<file path="src/rtl/pipe_chain_pkg.sv">
// Shared definitions for the pipe_chain elastic pipeline: stage indices, payload
// field offsets and the per-stage register command encoding.
package pipe_chain_pkg;

   typedef enum int unsigned {
      PIPE_IF  = 0,
      PIPE_RR  = 1,
      PIPE_ALU = 2,
      PIPE_MEM = 3
   } pipe_stage_idx_e;

   // Payload layout: pc occupies the low word, ir the word above it.
   typedef enum int unsigned {
      PC_LSB = 0,
      IR_LSB = 32
   } payload_lsb_e;

   typedef enum logic [1:0] {
      STAGE_HOLD,
      STAGE_LOAD,
      STAGE_CLEAR
   } stage_cmd_e;

   function automatic stage_cmd_e stage_cmd(input logic load, input logic clear);
      if (load) begin
         return STAGE_LOAD;
      end else if (clear) begin
         return STAGE_CLEAR;
      end
      return STAGE_HOLD;
   endfunction

endpackage

</file>
<file path="src/rtl/pipe_chain_stage.sv">
// One pipeline slot: a valid bit plus payload register. Load beats clear beats
// hold; the payload only ever changes on a load.
module pipe_chain_stage
   import pipe_chain_pkg::*;
#(
   parameter int WIDTH = 64
) (
   input  logic             clock,
   input  logic             reset,
   input  logic             load,
   input  logic             clear,
   input  logic [WIDTH-1:0] load_data,
   output logic             valid,
   output logic [WIDTH-1:0] data
);

   stage_cmd_e cmd;

   assign cmd = stage_cmd(load, clear);

   always_ff @(posedge clock or negedge reset) begin
      if (!reset) begin
         valid <= 1'b0;
         data  <= '0;
      end else begin
         case (cmd)
            STAGE_LOAD: begin
               valid <= 1'b1;
               data  <= load_data;
            end
            STAGE_CLEAR: valid <= 1'b0;
            default: ;
         endcase
      end
   end

endmodule

</file>
<file path="src/rtl/pipe_chain.sv">
// Elastic pipeline register chain with per-stage stall/kill and ready/valid ends.
// Define PIPE_PERF_EN to build the saturating retire/bubble/kill counters.
module pipe_chain
   import pipe_chain_pkg::*;
#(
   parameter int DEPTH = 4,
   parameter int WIDTH = 64,
   parameter int CNT_W = 32
) (
   input  logic                   clock,
   input  logic                   reset,
   input  logic                   in_valid,
   input  logic [WIDTH-1:0]       in_data,
   output logic                   in_ready,
   input  logic [DEPTH-1:0]       stall,
   input  logic [DEPTH-1:0]       kill,
   output logic [DEPTH-1:0]       stage_valid,
   output logic [DEPTH*WIDTH-1:0] stage_data,
   output logic                   out_valid,
   output logic [WIDTH-1:0]       out_data,
   input  logic                   out_ready,
   output logic [CNT_W-1:0]       perf_retire,
   output logic [CNT_W-1:0]       perf_bubble,
   output logic [CNT_W-1:0]       perf_kill
);

   logic [DEPTH-1:0] ev;
   logic [DEPTH-1:0] mv;
   logic [DEPTH-1:0] load;
   logic [DEPTH-1:0] clear;
   logic             t_in;
   logic [WIDTH-1:0] up_data [DEPTH];

   // Accept ripples from the consumer back toward stage 0; a killed slot counts as empty.
   always_comb begin
      logic acc;
      acc = out_ready;
      ev  = '0;
      mv  = '0;
      for (int i = DEPTH - 1; i >= 0; i--) begin
         ev[i] = stage_valid[i] & ~kill[i];
         mv[i] = ev[i] & ~stall[i] & acc;
         acc   = ~ev[i] | mv[i];
      end
      in_ready = acc;
   end

   assign t_in = in_valid & in_ready;

   for (genvar g = 0; g < DEPTH; g++) begin : g_stage
      if (g == 0) begin : g_head
         assign load[g]    = t_in;
         assign up_data[g] = in_data;
      end else begin : g_body
         assign load[g]    = mv[g-1];
         assign up_data[g] = stage_data[(g-1)*WIDTH +: WIDTH];
      end

      assign clear[g] = kill[g] | mv[g];

      pipe_chain_stage #(
         .WIDTH(WIDTH)
      ) u_stage (
         .clock    (clock),
         .reset    (reset),
         .load     (load[g]),
         .clear    (clear[g]),
         .load_data(up_data[g]),
         .valid    (stage_valid[g]),
         .data     (stage_data[g*WIDTH +: WIDTH])
      );
   end

   assign out_valid = stage_valid[DEPTH-1];
   assign out_data  = stage_data[(DEPTH-1)*WIDTH +: WIDTH];

`ifdef PIPE_PERF_EN
   logic [CNT_W-1:0] retire_q;
   logic [CNT_W-1:0] bubble_q;
   logic [CNT_W-1:0] kill_q;
   logic [CNT_W:0]   kill_sum;

   // Extra top bit catches overflow so the kill counter can clamp at all-ones.
   always_comb begin
      kill_sum = {1'b0, kill_q};
      for (int i = 0; i < DEPTH; i++) begin
         kill_sum = kill_sum + (CNT_W+1)'(stage_valid[i] & kill[i]);
      end
   end

   always_ff @(posedge clock or negedge reset) begin
      if (!reset) begin
         retire_q <= '0;
         bubble_q <= '0;
         kill_q   <= '0;
      end else begin
         if (mv[DEPTH-1] && (retire_q != '1)) begin
            retire_q <= retire_q + CNT_W'(1);
         end
         if (!out_valid && (bubble_q != '1)) begin
            bubble_q <= bubble_q + CNT_W'(1);
         end
         kill_q <= kill_sum[CNT_W] ? '1 : kill_sum[CNT_W-1:0];
      end
   end

   assign perf_retire = retire_q;
   assign perf_bubble = bubble_q;
   assign perf_kill   = kill_q;
`else
   assign perf_retire = '0;
   assign perf_bubble = '0;
   assign perf_kill   = '0;
`endif

endmodule

</file>
<file path="config.mk">
export PLATFORM = sky130hd
export DESIGN_NAME = pipe_chain
export DESIGN_NICKNAME = d
export VERILOG_FILES = /design/src/rtl/pipe_chain_pkg.sv /design/src/rtl/pipe_chain_stage.sv /design/src/rtl/pipe_chain.sv
export SDC_FILE = /design/constraint.sdc
export NUM_CORES = 1
export LEC_CHECK = 0
export ABC_AREA = 1
export CORE_AREA = 2 2 194 196
export CTS_CLUSTER_DIAMETER = 50
export DETAILED_ROUTE_END_ITERATION = 7
export DIE_AREA = 0 0 196 198
export PLACE_DENSITY = 0.63
export SLEW_MARGIN = 15
export SYNTH_ARGS = -nofsm -noshare
export SYNTH_HDL_FRONTEND = slang
export SYNTH_HIERARCHICAL = 1
export SYNTH_SLANG_ARGS = --single-unit
</file>
<file path="constraint.sdc">
create_clock -name clock -period 2.4 [get_ports clock]
set_input_delay 0.24 -clock clock [delete_from_list [all_inputs] [get_ports clock]]
set_output_delay 0.24 -clock clock [all_outputs]
set_load 0.01 [all_outputs]
</file>
==> results of run 1 <==
==> state kept, by name, indices dropped and copies added, names as in the netlist <==
register and cells:
g_stage.u_stage/data 256, g_stage.u_stage/valid 4
==> worst max-delay path by stage <==
stage / slack, ns / to
4_1_cts: 0.02 / in_ready
6_report: 0.41 / in_ready
5_1_grt: 0.21 / in_ready
2_1_floorplan: 0.86 / g_stage[0].u_stage/data[0]$_DFFE_PN0N_
3_5_place_dp: 0.20 / g_stage[0].u_stage/data[62]$_DFFE_PN0N_
3_3_place_gp: 0.20 / in_ready
==> repair_timing <==
action                                  4_1_cts  5_1_grt
hold buffers                                  1        0
buffers inserted                              2        0
endpoints found under the setup margin        1        1
endpoints found under the hold margin        63        0
resized for setup                             0        1
==> report_power, final <==
group	internal, mW	switching, mW	leakage [nW]
registers	5.57	1.11	3.37
clock network	3.38	1.95	0.593
logic	3.04	2.40	4.28
total	12.0	5.46	8.24
==> final cells by class <==
class | instances | area [sq um] | share of cell area [%]
Tap cell | 474 | 593 | 3.68
Clock buffer | 45 | 995 | 6.17
Clock inverter | 17 | 221 | 1.37
Multi-Input combinational cell | 892 | 3390 | 21.0
Timing Repair Buffer | 432 | 4340 | 26.9
Sequential cell | 260 | 6510 | 40.4
Antenna cell | 1 | 2.50 | 0.0155
Inverter | 19 | 71.3 | 0.442
==> kinds of logic (layout without fill, tap and decap cells) <==
group | after synthesis | after routing
AND/OR/NAND/NOR | 794 | 794
flip-flops | 260 | 260
buffers and inverters | 236 | 513
AO/OA/AOI/OAI | 2 | 2
other | 1 | 97
==> layer usage <==
metal | GRT usage [%] | vias up
met5 | 0 | -
met3 | 3.78 | 52
met4 | 4.88 | 0
met1 | 22.0 | 4151
li1 | - | 4330
met2 | 28.5 | 274
==> cell usage in the layout, fill, tap and decap left out <==
cell type / synthesis / routed
nor2_1: 2 / 2
inv_2: 5 / 8
clkinv_4: 0 / 1
or2_1: 1 / 1
buf_12: 0 / 7
dlymetal6s2s_1: 0 / 1
dfrtp_1: 260 / 260
o21bai_1: 1 / 1
conb_1: 1 / 96
nor2_2: 1 / 1
buf_8: 0 / 1
buf_4: 165 / 23
clkbuf_16: 0 / 36
a21oi_4: 0 / 1
clkinvlp_4: 0 / 3
nor2_4: 1 / 1
nand2_2: 3 / 3
inv_1: 14 / 11
inv_8: 0 / 1
inv_6: 0 / 2
dlygate4sd3_1: 0 / 1
clkinv_2: 0 / 5
clkbuf_1: 0 / 3
nor3_1: 2 / 2
bufinv_16: 0 / 4
clkinv_8: 0 / 1
clkbuf_8: 8 / 6
nand2_1: 784 / 784
clkdlybuf4s50_1: 0 / 399
diode_2: 0 / 1
==> synthesized netlist by cell type <==
cell type / number / area share [%]
nand2_1: 784 / 26
dfrtp_1: 260 / 57
buf_4: 165 / 11
buf_6: 40 / 3.9
inv_1: 14 / 0.46
clkbuf_8: 8 / 0.96
inv_2: 5 / 0.16
buf_2: 4 / 0.18
nand2_2: 3 / 0.16
nor2_1: 2 / 0.066
nor3_1: 2 / 0.088
a21oi_2: 1 / 0.077
conb_1: 1 / 0.033
nor2_2: 1 / 0.055
nor2_4: 1 / 0.099
o21bai_1: 1 / 0.066
or2_1: 1 / 0.055
==> through the flow <==
stage / setup slack [ns] / utilization [%]
6_report: 0.414 / 43.6
5_1_grt: 0.215 / 43.6
4_1_cts: 0.0154 / 43.6
3_5_place_dp: 0.203 / 40.2
3_3_place_gp: 0.204 / 40.2
2_1_floorplan: 0.860 / -
==> worst max-delay path, delay by kind of cell, from the launching register on <==
kind | cells | cell delay [ns]
and+or+nand+nor | 8 | 0.65
buffers and inverters | 2 | 0.23
DFF | 1 | 0.35
==> results.py, run 1 <==
metrics = {
    "run_status": {
        "status": "finished clean",
    },
    "cts": {
        "root_buffer": "clkbuf_16",
        "h-tree-depth": 2,
        "cts_buffer_depth": 3,
        "cts_sinks": 260,
        "path_clk_slew_ns": 0.06,
        "tritoncts": "built",
        "cts_buffers": 35,
        "worstSkewPairLatency_ns": 0.51,
    },
    "die": {
        "fp-row-count": 71,
        "fp.coreArea_sq_um": 37000,
        "dieWidth_microns": 196,
        "start_util_pct": 30.9,
        "ioPinCount": 498,
        "die_h_microns": 198,
        "die_area_sq_um": 38800,
    },
    "timing": {
        "setup_viol_count_final": 0,
        "finalHoldViolCount": 0,
        "hold_ws_ns": 0.268,
        "setup_tns_ns": 0,
        "max-slew-margin-rel_pct": 58.7,
        "skew_ns": 0.0142,
        "tightestPinTransition_ns": 0.620,
        "fin_crit_ns": 1.99,
        "period_share_pct": 82.8,
        "rsz0062_at_grt": "no",
        "max_freq_ghz": 0.503,
        "maxSlewViolCount": 0,
    },
    "route": {
        "ant_nets": 0,
        "drc_errors": 0,
        "dr_wl_met2_mm": 16.5,
        "wirelength_met1_mm": 14.7,
        "met3_length_mm": 1.94,
        "highest_layer": "met4",
        "wl_per_cell_microns": 15.9,
        "routed-via-count": 8807,
        "drtPass1Iterations": 6,
        "routed_via_density": 4.12,
        "wirelength_mm": 33.9,
        "drtIter0Drc": 339,
    },
    "worst_setup_path": {
        "cp_cell_sequence": "inv_1 -> nor2_2 -> nand2_1 -> nand2_2 -> nand2_1 -> nand2_1 -> nand2_1 -> nand2_2 -> nand2_1 -> dlymetal6s2s_1",
        "timing.rr.end": "g_stage[0].u_stage/data[16]$_DFFE_PN0N_",
        "worstSetupPathType": "reg -> out",
        "slowest_stage": "dfrtp_1",
        "arrival_ns": 1.75,
        "r2r_slack_ns": 0.55,
        "cp.required_ns": 2.16,
        "start_kind": "flop",
        "worstSetupStartpoint": "g_stage[3].u_stage/valid$_DFFE_PN0P_",
        "slowest_delay_ns": 0.35,
        "crit_path_max_fanout": 4,
        "endpoint_kind": "output port",
        "reg2reg_depth": 13,
        "timing.rr.start": "g_stage[3].u_stage/valid$_DFFE_PN0P_",
        "cpMostUsedCell": "nand2_1",
    },
    "power": {
        "vdd_drop_max_uv": 567,
        "p_total_mw": 17.4,
        "leakage_nw": 8.24,
        "power_density_nw_per_um2": 1080,
    },
    "layout": {
        "drive_gt1_share_pct": 6.25,
        "layout.nets": 1716,
        "final_cells": 2140,
        "fillers": 3628,
        "fin_area_sq_um": 16100,
        "area_growth_pct": 41.2,
    },
    "grt": {
        "grt_use_total_pct": 17.0,
        "first_global_vias": 8550,
        "antenna_found_initial": 1,
        "overflow": 0,
        "grt_max_degree": 74,
        "grt_pass1_wl_mm": 51.0,
    },
    "hold_path": {
        "hold_end": "g_stage[0].u_stage/data[35]$_DFFE_PN0N_",
        "hold_path.class": "in -> reg",
        "min_from": "in_data[35]",
        "min_path_cells": 3,
    },
    "logic_synthesis": {
        "synth_seq_cells": 260,
        "synth_compound_area_share_pct": 0.142,
        "synthMuxAreaShare_pct": 0,
        "synth-adder-area-share_pct": 0,
        "synth_top_family_by_area": "simple AND/OR/NAND/NOR gates",
        "ys_types": 17,
        "synth_xor_area_share_pct": 0,
        "synth_area_per_cell_sq_um": 8.83,
        "yosys.area_share.simple_pct": 26.3,
        "ys_warn_count": 6,
        "ys_seq_area_share_pct": 57.0,
        "netlist_area_sq_um": 11400,
        "synthCells": 1293,
    },
    "place": {
        "portBuffers": 401,
        "placed_cells": 2074,
        "routabilityCongestion": 0.821,
        "hpwl_mm": 24.8,
        "placed_area_sq_um": 14900,
    },
    "job": {
        "drv_cap": 0,
    },
}
Note: power is estimated with default switching activity, not from simulation.
==> inputs of run 2 (changes only) <==
--- a/config.mk
+++ b/config.mk
@@ -6,11 +6,11 @@
 export NUM_CORES = 1
 export LEC_CHECK = 0
 export ABC_AREA = 1
-export CORE_AREA = 2 2 194 196
+export CORE_AREA = 2 2 193 195
 export CTS_CLUSTER_DIAMETER = 50
 export DETAILED_ROUTE_END_ITERATION = 7
-export DIE_AREA = 0 0 196 198
-export PLACE_DENSITY = 0.63
+export DIE_AREA = 0 0 195 197
+export PLACE_DENSITY = 0.66
 export SLEW_MARGIN = 15
 export SYNTH_ARGS = -nofsm -noshare
 export SYNTH_HDL_FRONTEND = slang
==> constraint.sdc (replaced) <==
create_clock -name clock -period 1.6 [get_ports clock]
set_input_delay 0.16 -clock clock [delete_from_list [all_inputs] [get_ports clock]]
set_output_delay 0.16 -clock clock [all_outputs]
set_load 0.01 [all_outputs]
==> results.py, run 2 (synthesized netlist as in run 1, its figures left out) <==
metrics = {
    "run_status": {
        "status": "complete, but fails checks",
        "violations": "setup timing",
    },
    "cts": {
        "path_clk_slew_ns": 0.06,
        "worstSkewPairLatency_ns": 0.52,
        "root_buffer": "clkbuf_16",
        "cts_buffers": 34,
        "cts_sinks": 260,
        "h-tree-depth": 2,
        "cts_buffer_depth": 3,
        "tritoncts": "built",
    },
    "power": {
        "leakage_nw": 10.2,
        "p_clk_share_pct": 30.1,
        "power.internal_mw": 16.7,
        "comb_power_share_pct": 30.5,
        "p_switching_mw": 8.72,
        "p_total_mw": 25.5,
        "sw_frac_of_total_pct": 34.2,
        "p_seq_share_pct": 39.4,
        "vdd_drop_max_uv": 852,
        "power_density_nw_per_um2": 1430,
    },
    "worst_setup_path": {
        "start_kind": "flop",
        "slowest_stage": "dfrtp_1",
        "worst-path-buf-inv": 4,
        "cp.required_ns": 2.05,
        "arrival_ns": 2.33,
        "timing.rr.start": "g_stage[2].u_stage/valid$_DFFE_PN0P_",
        "slowest_delay_ns": 0.39,
        "crit_path_max_fanout": 8,
        "cp_top_family": "simple AND/OR/NAND/NOR gates",
        "worstSetupStartpoint": "g_stage[2].u_stage/valid$_DFFE_PN0P_",
        "cpMostUsedCell": "nand2_2",
        "cp_cell_sequence": "nand2_2 -> nor2_4 -> nand2_2 -> nand2_2 -> nand2_2 -> nand2_2 -> nand2_2 -> buf_6 -> a21oi_4 -> buf_12 -> buf_12 -> buf_12 -> nand2_2 -> nand2_2",
        "endpoint_kind": "flop",
        "worstSetupPathType": "reg -> reg",
    },
    "layout": {
        "final_cell_mix": "nand2_1 (672), dlygate4sd2_1 (292), dfrtp_1 (257)",
        "top_register": "g_stage.u_stage/data",
        "top_regs": "g_stage.u_stage/data x256, g_stage.u_stage/valid x4",
        "final_cells": 2220,
        "drive_gt1_share_pct": 17.3,
        "layout.nets": 1802,
        "fillers": 3495,
        "largest_reg_flops": 256,
        "fin_area_sq_um": 17800,
        "area_growth_pct": 56.0,
        "final_common_cell": "nand2_1",
    },
    "route": {
        "ant_nets": 0,
        "routed_via_density": 4.36,
        "drc_errors": 0,
        "drtIter0Drc": 466,
        "routed-via-count": 9687,
        "drtPass1Iterations": 5,
        "wirelength_mm": 42.5,
        "wl_per_cell_microns": 19.2,
    },
    "timing": {
        "period_share_pct": 117,
        "fin_crit_ns": 1.88,
        "max_freq_ghz": 0.533,
        "tightestPinTransition_ns": 0.603,
        "maxSlewViolCount": 0,
        "finalHoldViolCount": 0,
        "fin_ws_ns": -0.278,
        "setup_tns_ns": -31.06,
        "setup_viol_count_final": 184,
        "skew_ns": 0.0187,
        "max-slew-margin-rel_pct": 59.8,
        "rsz0062_at_grt": "yes",
    },
    "place": {
        "placed_area_sq_um": 15200,
        "placed_cells": 2095,
        "portBuffers": 401,
        "routabilityCongestion": 0.842,
        "hpwl_mm": 26.2,
    },
    "grt": {
        "first_global_vias": 9548,
        "antenna_found_initial": 3,
        "grt_use_total_pct": 20.3,
        "overflow": 0,
        "grt_max_degree": 64,
        "grt_pass1_wl_mm": 59.5,
    },
    "die": {
        "fp.coreArea_sq_um": 36300,
        "ioPinCount": 498,
        "die_area_sq_um": 38400,
        "fp-row-count": 70,
        "start_util_pct": 31.5,
        "dieWidth_microns": 195,
        "die_h_microns": 197,
    },
    "job": {
        "drv_cap": 0,
    },
    "hold_path": {
        "min_from": "in_data[55]",
        "hold_path.class": "in -> reg",
    },
}
==> run 2: worst min-delay path, cell delays in order <==
cell             delay, ns
clkdlybuf4s50_1       0.39
nand2_1               0.06
nand2_1               0.04
==> run 2: timing repair <==
item                       CTS  global route
gates resized for setup    394           118
hold buffers                 1             0
hold endpoints to repair    47             0
pin swaps                   17            41
cloned                      21            15
setup buffers               21             6
setup endpoints to repair  459           229
==> run 2: path summary, 6_finish.rpt <==
| path | to | cells past startpoint | slack (ns) |
|---|---|---|---|
| worst max-delay path | g_stage[0].u_stage/data[63]$_DFFE_PN0N_ | 14 | -0.28 |
| worst min-delay path | g_stage[0].u_stage/data[55]$_DFFE_PN0N_ | 3 | 0.19 |
| worst max register to register | g_stage[0].u_stage/data[63]$_DFFE_PN0N_ | 14 | -0.28 |
| worst min register to register | g_stage[3].u_stage/data[12]$_DFFE_PN0N_ | 2 | 0.49 |
| max in group asynchronous | g_stage[1].u_stage/data[51]$_DFFE_PN0N_ | 3 | 0.74 |
| min in group asynchronous | g_stage[3].u_stage/data[34]$_DFFE_PN0N_ | 2 | 0.22 |
==> run 2: routing by layer <==
metal	vias to the layer above	wire length [microns]	GRT usage [%]
met2	378	21700	34.9
met1	4723	17200	25.7
li1	4512	-	-
met4	0	1330	7.32
met3	74	2290	3.66
met5	-	0	0
==> run 2: stage by stage <==
stage               worst slack [ns]  util, %  hold WS (ns)
CTS                           -0.189     47.0         0.161
detailed placement            -0.409     42.0         0.178
global route                  -0.357     49.1         0.186
finish                        -0.278     49.1         0.192
floorplan                     0.0605        -        -0.136
global placement              -0.388     42.0         0.175
==> run 2: final cells by class <==
| type | count | area (sq um) | share of cell area (%) |
|---|---|---|---|
| multi-input cells | 892 | 3790 | 21.3 |
| clock inverters | 17 | 226 | 1.27 |
| inverters | 19 | 133 | 0.744 |
| repair buffers | 519 | 5660 | 31.8 |
| well taps | 468 | 586 | 3.29 |
| clock buffers | 42 | 911 | 5.11 |
| diodes | 3 | 7.51 | 0.0421 |
| flip-flops and latches | 260 | 6510 | 36.5 |
==> run 2: power groups by stage <==
stage          clock [mW]  sequential [mW]  combinational, mW
6_report             7.67             10.0               7.77
4_1_cts              7.81             9.97               7.52
5_1_grt              8.09             10.3               8.40
3_5_place_dp            0             10.1               8.33
2_1_floorplan           0             10.5               2.79
3_3_place_gp            0             10.1               8.22
==> inputs of run 3 (changes only) <==
--- a/config.mk
+++ b/config.mk
@@ -10,6 +10,7 @@
 export CTS_CLUSTER_DIAMETER = 50
 export DETAILED_ROUTE_END_ITERATION = 7
 export DIE_AREA = 0 0 195 197
+export GPL_TIMING_DRIVEN = 0
 export PLACE_DENSITY = 0.66
 export SLEW_MARGIN = 15
 export SYNTH_ARGS = -nofsm -noshare
==> results.py, run 3 (synthesized netlist as in run 1, its figures left out) <==
metrics = {
    "grt": {
        "grt_pass1_wl_mm": 56.5,
        "grt_max_degree": 103,
        "grt_use_total_pct": 19.0,
        "first_global_vias": 9677,
        "overflow": 0,
        "antenna_found_initial": 2,
    },
    "power": {
        "vdd_drop_max_uv": 808,
        "p_total_mw": 26.0,
        "leakage_nw": 11.1,
        "power_density_nw_per_um2": 1410,
    },
    "die": {
        "start_util_pct": 31.5,
        "die_area_sq_um": 38400,
        "dieWidth_microns": 195,
        "die_h_microns": 197,
        "ioPinCount": 498,
        "fp-row-count": 70,
        "fp.coreArea_sq_um": 36300,
    },
    "cts": {
        "h-tree-depth": 2,
        "cts_sinks": 260,
        "cts_buffers": 34,
        "cts_buffer_depth": 3,
        "worstSkewPairLatency_ns": 0.50,
        "path_clk_slew_ns": 0.06,
        "root_buffer": "clkbuf_16",
        "tritoncts": "built",
    },
    "timing": {
        "max_freq_ghz": 0.576,
        "finalHoldViolCount": 0,
        "fin_ws_ns": -0.135,
        "period_share_pct": 108,
        "maxSlewViolCount": 0,
        "setup_viol_count_final": 119,
        "hold_ws_ns": 0.192,
        "skew_ns": 0.0178,
        "rsz0062_at_grt": "yes",
        "max-slew-margin-rel_pct": 64.1,
        "fin_crit_ns": 1.74,
        "tightestPinTransition_ns": 0.538,
    },
    "layout": {
        "largest_reg_flops": 256,
        "layout.nets": 1948,
        "drive_gt1_share_pct": 21.9,
        "fin_area_sq_um": 18400,
        "top_register": "g_stage.u_stage/data",
        "area_growth_pct": 61.1,
        "top_regs": "g_stage.u_stage/data x256, g_stage.u_stage/valid x4",
        "final_common_cell": "nand2_1",
        "fillers": 3523,
        "final_cell_mix": "nand2_1 (701), dlygate4sd2_1 (298), dfrtp_1 (258)",
    },
    "worst_setup_path": {
        "path_depth": 10,
        "cp.required_ns": 1.44,
        "cp_top_family": "simple AND/OR/NAND/NOR gates",
        "start_kind": "flop",
        "cpMostUsedCell": "nand2_2",
        "crit_path_max_fanout": 4,
        "cp_cell_sequence": "inv_2 -> nor2_2 -> nand2_1 -> nand2_2 -> nand2_2 -> nand2_2 -> nand2_2 -> nand2_4 -> nand2_2 -> buf_6",
        "timing.rr.end": "g_stage[1].u_stage/data[19]$_DFFE_PN0N_",
        "arrival_ns": 1.58,
        "worstSetupPathType": "reg -> out",
        "endpoint_kind": "output port",
        "reg2reg_depth": 15,
        "timing.rr.start": "g_stage[3].u_stage/valid$_DFFE_PN0P_",
        "r2r_slack_ns": -0.13,
        "worst-path-buf-inv": 2,
        "slowest_delay_ns": 0.36,
        "slowest_stage": "dfrtp_1",
    },
    "route": {
        "wl_per_cell_microns": 16.2,
        "drtIter0Drc": 385,
        "drc_errors": 0,
        "ant_nets": 0,
        "routed_via_density": 4.13,
        "drtPass1Iterations": 4,
        "wirelength_mm": 38.3,
        "routed-via-count": 9774,
    },
    "place": {
        "portBuffers": 401,
        "placed_area_sq_um": 16400,
        "routabilityCongestion": 0.825,
        "hpwl_mm": 27.4,
    },
    "run_status": {
        "violations": "setup timing",
        "status": "complete, but fails checks",
    },
    "hold_path": {
        "hold_path.class": "in -> reg",
        "min_from": "in_data[1]",
        "min_path_cells": 3,
        "hold_end": "g_stage[0].u_stage/data[1]$_DFFE_PN0N_",
    },
    "job": {
        "drv_cap": 0,
    },
}
## run 3: area by class of cell
| class | instances | area (sq um) | share of cell area (%) |
|---|---|---|---|
| Sequential cell | 260 | 6510 | 35.4 |
| Timing Repair Buffer | 448 | 4360 | 23.7 |
| Multi-Input combinational cell | 892 | 3710 | 20.2 |
| Buffer | 217 | 2000 | 10.9 |
| Clock buffer | 49 | 978 | 5.32 |
| Tap cell | 468 | 586 | 3.18 |
| Clock inverter | 11 | 154 | 0.836 |
| Inverter | 19 | 91.3 | 0.496 |
| Antenna cell | 2 | 5.00 | 0.0272 |
## run 3: power breakdown
group	internal [mW]	leakage, nW	switching, mW
Clock	4.77	0.552	2.86
Sequential	8.35	3.37	1.68
Combinational	4.27	7.22	4.05
## run 3: worst register-to-register path, delay by kind of cell (launching register included)
kind | cells | cell delay, ns
DFF | 1 | 0.39
and+or+nand+nor | 9 | 0.54
buffers and inverters | 6 | 0.68
## run 3: worst max-delay path by stage
stage	start	endpoint	slack, ns
3_3_place_gp	reset	g_stage[3].u_stage/data[50]$_DFFE_PN0N_	-10.86
6_report	g_stage[3].u_stage/valid$_DFFE_PN0P_	in_ready	-0.14
4_1_cts	g_stage[3].u_stage/valid$_DFFE_PN0P_	in_ready	-0.17
5_1_grt	g_stage[3].u_stage/valid$_DFFE_PN0P_	g_stage[0].u_stage/data[38]$_DFFE_PN0N_	-0.23
2_1_floorplan	g_stage[3].u_stage/valid$_DFFE_PN0P_	g_stage[0].u_stage/data[0]$_DFFE_PN0N_	0.06
3_5_place_dp	kill[2]	g_stage[0].u_stage/data[36]$_DFFE_PN0N_	-0.57
## run 3: stage by stage
step / setup slack, ns / util, % / std cells / setup TNS [ns]
floorplan: 0.0605 / - / 1388 / 0
global placement: -10.86 / 45.2 / 2257 / -2887.80
detailed placement: -0.566 / 45.3 / 2259 / -76.36
CTS: -0.173 / 48.7 / 2351 / -11.83
global route: -0.228 / 50.7 / 2366 / -22.94
finish: -0.135 / 50.7 / 2366 / -10.16
## run 3: what timing repair did
item                       in CTS  in global routing
gates resized for setup       353                148
setup endpoints to repair     496                216
hold buffers                    1                  0
hold endpoints to repair       58                  0
buffers inserted               27                  4
pin swaps                       2                 26
gates cloned                    4                  9
## run 3: routing by layer
metal  track usage (%)  part of all wire [%]  vias to the layer above  wire (microns)
li1                  -                     -                     4794               -
met1              23.4                    40                     4601           15500
met2              32.8                    50                      304           19300
met3              3.80                   5.5                       75            2090
met4              7.32                   3.7                        0            1430
met5                 0                     0                        -               0
